File: src/rtl/demux_2x2_buf.sv
// Registered 1-to-4 demultiplexer for 2-bit words with a one-entry holding
// register and valid/ready handshake per lane, plus an accepted-word counter.
module demux_2x2_buf #(
  parameter int unsigned CNT_W = 8
) (
  input  logic             clock,
  input  logic             reset,
  input  logic [1:0]       in,
  input  logic [1:0]       key,
  input  logic             in_valid,
  output logic             in_ready,
  output logic [1:0]       out1,
  output logic [1:0]       out2,
  output logic [1:0]       out3,
  output logic [1:0]       out4,
  output logic [3:0]       out_valid,
  input  logic [3:0]       out_ready,
  output logic [CNT_W-1:0] count,
  output logic [1:0]       last_key
);

  localparam int unsigned DATA_W = 2;
  localparam int unsigned LANES  = 4;

  logic [LANES-1:0]             valid_q, valid_d;
  logic [LANES-1:0][DATA_W-1:0] data_q, data_d;
  logic [CNT_W-1:0]             count_q, count_d;
  logic [1:0]                   last_key_q, last_key_d;
  logic                         accept;

  // Selected lane can take a word if empty or being emptied this cycle.
  assign in_ready = ~valid_q[key] | out_ready[key];
  assign accept   = in_valid & in_ready;

  always_comb begin
    valid_d    = valid_q & ~out_ready;
    data_d     = data_q;
    count_d    = count_q;
    last_key_d = last_key_q;
    if (accept) begin
      valid_d[key] = 1'b1;
      data_d[key]  = in;
      count_d      = count_q + CNT_W'(1);
      last_key_d   = key;
    end
  end

  always_ff @(posedge clock) begin
    if (!reset) begin
      valid_q    <= '0;
      data_q     <= '0;
      count_q    <= '0;
      last_key_q <= '0;
    end else begin
      valid_q    <= valid_d;
      data_q     <= data_d;
      count_q    <= count_d;
      last_key_q <= last_key_d;
    end
  end

  assign out1      = data_q[0];
  assign out2      = data_q[1];
  assign out3      = data_q[2];
  assign out4      = data_q[3];
  assign out_valid = valid_q;
  assign count     = count_q;
  assign last_key  = last_key_q;

endmodule

File: config.mk
export PLATFORM = sky130hd
export DESIGN_NAME = demux_2x2_buf
export DESIGN_NICKNAME = d
export VERILOG_FILES = /design/src/rtl/demux_2x2_buf.sv
export SDC_FILE = /design/constraint.sdc
export NUM_CORES = 1
export LEC_CHECK = 0
export CAP_MARGIN = 0
export CORE_MARGIN = 5
export CORE_UTILIZATION = 39
export DETAILED_ROUTE_END_ITERATION = 12
export GPL_TIMING_DRIVEN = 0
export PLACE_DENSITY = 0.75
export SLEW_MARGIN = 40
export SYNTH_ARGS = -nofsm -noshare
export SYNTH_HDL_FRONTEND = slang
export SYNTH_SLANG_ARGS = --single-unit
File: constraint.sdc
create_clock -name clock -period 1.7 [get_ports clock]
set_input_delay 0.34 -clock clock [delete_from_list [all_inputs] [get_ports clock]]
set_output_delay 0.34 -clock clock [all_outputs]
set_load 0.02 [all_outputs]
# --- Yosys cells after proc, flatten, opt, wreduce, memory -nomap -nowiden ---
# Index checks and enable logic that the tools add are counted.
totals:
  ff_bits: 22
  latchBits: 0
  ramBits: 0
  romBits: 0
  inputBits: 11
  output_inout_bits: 23
  wordCells: 27
  mem_count: 0
op_classes:
  add_sub_neg: 1
  mul: 0
  div: 0
  n_lt_le_gt_ge: 2
  eq_ne: 0
  shifts: 0
  muxes: 10
  bitwise: 6
  n_reduce_logical: 1
ops:
  columns: ["cell", "n"]
  rows:
  - ["adder 8 x 1 -> 8 bit, second input constant", 1]
  - ["bitwise mux 8 bit", 1]
  - ["AND 4 bit", 1]
  - ["binary-select mux 1 bit (select 2 bit)", 2]
  - ["demux 2 bit (select 2 bit)", 1]
  - ["2-to-1 mux 4 bit", 1]
  - ["NOT 4 bit", 1]
  - ["bitwise OR 4 bit", 1]
  - ["less-than comparator 2 x 3 -> 1 bit, second input constant", 1]
  - ["2-to-1 mux 1 bit", 3]
  - ["demux 1 bit (select 2 bit)", 1]
  - [">= comparator 2 x 1 -> 1 bit, second input constant", 1]
  - ["2-to-1 mux 2 bit", 1]
  - ["AND 1 bit", 1]
  - ["logical AND 1 bit", 1]
  - ["NOT 1 bit", 1]
  - ["bitwise OR 1 bit", 1]

# --- Depth between registers and ports, before layout ---
# Gate-level depths: netlist (run 1).
depth:
  depth_word: 6
  depth_mapped: 7

# --- Least setup slack after synthesis (run 1) ---
# Ideal clock, no wire load.
synth_path:
  kind: "input to register"
  start: "in key[1]"
  end: "reg count_q[5] (netlist: count[5])"
  arrival_ns: 1.636
  setup_slack_ns: -0.006
  path_stages: 6
  path_buffers: 1
  path_cell_list: "buf_2 -> nand4bb_1 -> o31ai_1 -> a211o_1 -> or4_1 -> a21boi_1"
synth_between:
  elab_chain_cells: 5
synth_lines:
  columns: ["element", "line_no", "text"]
  rows:
  - ["from (decl)", "9", "input logic [1:0] key,"]
  - ["binary-select mux 1 bit (select 2 bit)", "32", "assign in_ready = ~valid_q[key] | out_ready[key];"]
  - ["2-to-1 mux 1 bit (not written as such)", "32", null]
  - ["NOT 1 bit", "32", null]
  - ["bitwise OR 1 bit (*)", "32", null]
  - ["AND 1 bit (*)", "33", "assign accept = in_valid & in_ready;"]
  - ["to (signal assigned)", "57", "count_q <= count_d;"]
  - ["to (decl)", "27", "logic [CNT_W-1:0] count_q, count_d;"]
# Every way passes the cells marked *; elsewhere a longest branch is shown, timed or not. The select of a mux whose other input is x is not followed.
# A chain may end at the register's enable or synchronous reset.

# --- Worst setup path in the final report (run 1) ---
layout_path:
  start: "in out_ready[0]"
  end: "reg count_q[5] (netlist: count[5])"
layout_between:
  elab_chain_cells: 4
layout_lines:
  columns: ["element", "line_no", "text"]
  rows:
  - ["from (decl)", "17", "input logic [3:0] out_ready,"]
  - ["binary-select mux 1 bit (select 2 bit)", "32", null]
  - ["2-to-1 mux 1 bit (not written as such)", "32", null]
  - ["bitwise OR 1 bit", "32", null]
  - ["AND 1 bit", "33", null]
# No other way between the ends. The select of a mux whose other input is x is not followed.

==> results.ini, run 1 <==
[clock_network]
ctsLongestPathBuffers = 2
clk_pin_slew_ns = 0.13
cts_tree = done
cts_root_buf = clkbuf_4
insertion_delay_ns = 0.31
cts-htree-levels = 1
cts_buffers = 3
hold_buffers = 0
cts.sinks = 22

[drt]
drc = 0
via_per_inst = 5.169
first_iter_violations = 20
vias = 889
dr.pass1.iters = 4
routed_wl_microns = 2320
wl_per_cell_microns = 13.49
detail-route-antenna-nets = 0

[timing]
min_period_ns = 1.712
finalSetupViolations = 1
worstMarginPinSlew_ns = 0.4784
fin_worst_skew_ns = 0.01158
max_freq_mhz = 584.0
setup_slack_ns = -0.01236
hold_violations = 0
rsz0062_at_grt = yes
timing.slew.headroom_pct = 67.86
hold_ws_ns = 0.3757
min_period_over_period_pct = 100.7
drv_slew = 0

[power_and_ir_drop]
total_leakage_power_nw = 0.6291
power.share.combinational_pct = 16.9
seq_power_share_pct = 54.6
vdd_drop_max_mv = 0.4875
power.switching_w = 0.0002553
clkPwrFrac_pct = 28.5
powerDensity_mw_per_mm2 = 693.0
p_sw_share_pct = 25.42
p_total_w = 0.001004
power.internal_w = 0.0007489

[synthesis]
synth_top_cell_by_area = dfxtp_1
synth_nets = 116
yosysWarnings = 0
yosysMostFrequentCell = dfxtp_1
synth_area_sq_um = 969.7
synth_ff_type = dfxtp_1
synth.avg_cell_area_sq_um = 9.324
synth_commonest_cells = dfxtp_1, nor2b_1, mux2i_1
synth_top_cell_area_share_pct = 45.42
synth_edf_count = 0
ys_seq_elements = 22
async_flop_share_pct = 0
synthDistinctLibCells = 30
synthTopCellsByArea = dfxtp_1, mux2i_1, nor2b_1
seq_area_frac_synth_pct = 45.42
syn_inst = 104

[worst_hold_path]
holdPathStages = 3
min_path_type = in -> reg

[status]
status = finished with violations
violations = negative setup slack

[global_route]
grt_use_met2_pct = 22.53
busiest_layer = met2
grt_max_degree = 13
grt_pass1_wl_microns = 3670
grt_pass1_vias = 852
gr-usage-met3_pct = 2.160
grt_remaining_overflow = 0
grt_antenna_before_repair = 0
grtUsageMet1_pct = 16.45
grt.total_usage_pct = 13.16

[critical_path]
cp-start-kind = primary input
reg2reg_depth = 5
critPathCapture = count[5]$_SDFFE_PN0P_
startpoint = out_ready[0]
critical_path_required_ns = 1.95
cp-end-kind = flop
cp.arrival_ns = 1.96
ff2ff_setup_slack_ns = 0
r2r_end = count[5]$_SDFFE_PN0P_
path_max_fanout = 7
r2r-start = out_valid[2]$_SDFF_PN0_
path_class = in -> reg

[final_layout]
n_antenna_cell = 0
instances_no_fill = 172
nNetsFinal = 155
syn2layout_area_growth_pct = 49.42
layout-drive-gt1-share_pct = 14.08
fillers = 215

[floorplanning]
start_util_pct = 39.87
dieArea_sq_mm = 0.003584
std_cell_rows = 18
die_h_microns = 59.87
core-area_sq_mm = 0.002432
ios = 34
die_w_microns = 59.87

[place]
dp_cells = 165
dpl.hpwl_microns = 1676
port_buffers = 31
gp_congestion = 0.7995

[flow_run]
maxCapViolCount = 0

[registers in the layout, summed over array words and instances (netlist names)]
signal,cells
out4,2
out1,2
last_key,2
out2,2
out_valid,4
count,8
out3,2
[what timing repair did]
item                       in CTS  in global routing
gates resized for setup        21                 12
pin swaps                       6                  5
setup buffers                   1                  2
setup endpoints to repair      16                 14
[per-stage QoR]
step | setup WS (ns) | util, % | TNS, ns | area, sq um
2_1_floorplan | 0.03511 | - | 0 | 969.7
3_3_place_gp | -0.6831 | 54.17 | -7.086 | 1318
3_5_place_dp | -0.7223 | 54.17 | -8.056 | 1318
4_1_cts | 0.001260 | 57.10 | 0 | 1389
5_1_grt | -0.08807 | 59.57 | -0.1061 | 1449
6_report | -0.01236 | 59.57 | -0.01236 | 1449
[worst max-delay path, cell delays in order]
cell and delay (ns):
clkdlybuf4s50_1 0.46, nand2b_4 0.14, o31ai_4 0.07, a211o_4 0.31, or4_1 0.50, a21boi_1 0.15
[cells in the final DEF (no fill, tap or decap), drive strengths merged, types with 2 or more instances in the layout]
| cell | Yosys | routed |
|---|---|---|
| o21a | 2 | 2 |
| dlygate4sd2 | 0 | 5 |
| clkdlybuf4s50 | 0 | 17 |
| dlymetal6s2s | 0 | 7 |
| nand2 | 7 | 7 |
| nand3 | 8 | 8 |
| buf | 2 | 6 |
| nor2b | 11 | 11 |
| nand2b | 3 | 3 |
| nor4 | 2 | 2 |
| a21boi | 6 | 6 |
| inv | 4 | 4 |
| o31ai | 2 | 2 |
| dfxtp | 22 | 22 |
| clkbuf | 3 | 7 |
| mux2i | 9 | 9 |
| or3 | 3 | 3 |
| o21ai | 7 | 7 |
[metal layers]
metal  vias to the layer above  wire, microns
met2                        24           1143
met3                         4            133
met5                         -              0
met1                       414           1007
li1                        447              -
met4                         0             36
[area by class of cell]
type / count / area [sq um] / area share, %
buffer: 5 / 21.27 / 1.468
inverter: 4 / 15.01 / 1.036
multi-input combinational: 73 / 550.5 / 38.00
sequential: 22 / 441.7 / 30.48
timing repair buffer: 34 / 346.6 / 23.92
clock buffer: 4 / 36.28 / 2.504
tap: 30 / 37.54 / 2.591
[kinds of logic after synthesis]
group	synth area share [%]
buffers and inverters	3.741
adders and majority gates	1.290
muxes	9.291
AOI/OAI and AO/OA	14.97
and+or+nand+nor	24.39
DFF	45.42
xor gates and xnor gates	0.9034
[how the worst min path moves through the flow]
| stage | start | to | slack [ns] |
|---|---|---|---|
| after global routing | key[1] | last_key[1]$_SDFFE_PN0P_ | 0.43 |
| final | key[1] | last_key[1]$_SDFFE_PN0P_ | 0.38 |
| after global placement | count[7]$_SDFFE_PN0P_ | count[7]$_SDFFE_PN0P_ | 0.45 |
| after detailed placement | last_key[1]$_SDFFE_PN0P_ | last_key[1]$_SDFFE_PN0P_ | 0.46 |
| after floorplan | key[0] | last_key[0]$_SDFFE_PN0P_ | 0.48 |
| after CTS | key[1] | last_key[1]$_SDFFE_PN0P_ | 0.34 |
[power by group through the flow]
| stage | logic (W) | clock network, W | registers [W] |
|---|---|---|---|
| after floorplan | 0.0000612 | 0 | 0.000580 |
| after CTS | 0.000165 | 0.000296 | 0.000548 |
| after global routing | 0.000183 | 0.000312 | 0.000550 |
| after detailed placement | 0.000160 | 0 | 0.000558 |
| after global placement | 0.000157 | 0 | 0.000557 |
| final | 0.000170 | 0.000287 | 0.000548 |
(Power assumes the default switching activity.)
==> inputs of run 2 (changes only) <==
--- a/config.mk
+++ b/config.mk
@@ -8,6 +8,7 @@
 export CAP_MARGIN = 0
 export CORE_MARGIN = 5
 export CORE_UTILIZATION = 39
+export CTS_CLUSTER_SIZE = 14
 export DETAILED_ROUTE_END_ITERATION = 12
 export GPL_TIMING_DRIVEN = 0
 export PLACE_DENSITY = 0.75
==> results of run 2 <==
The final DEF is identical to that of run 1; final timing and power are the same.
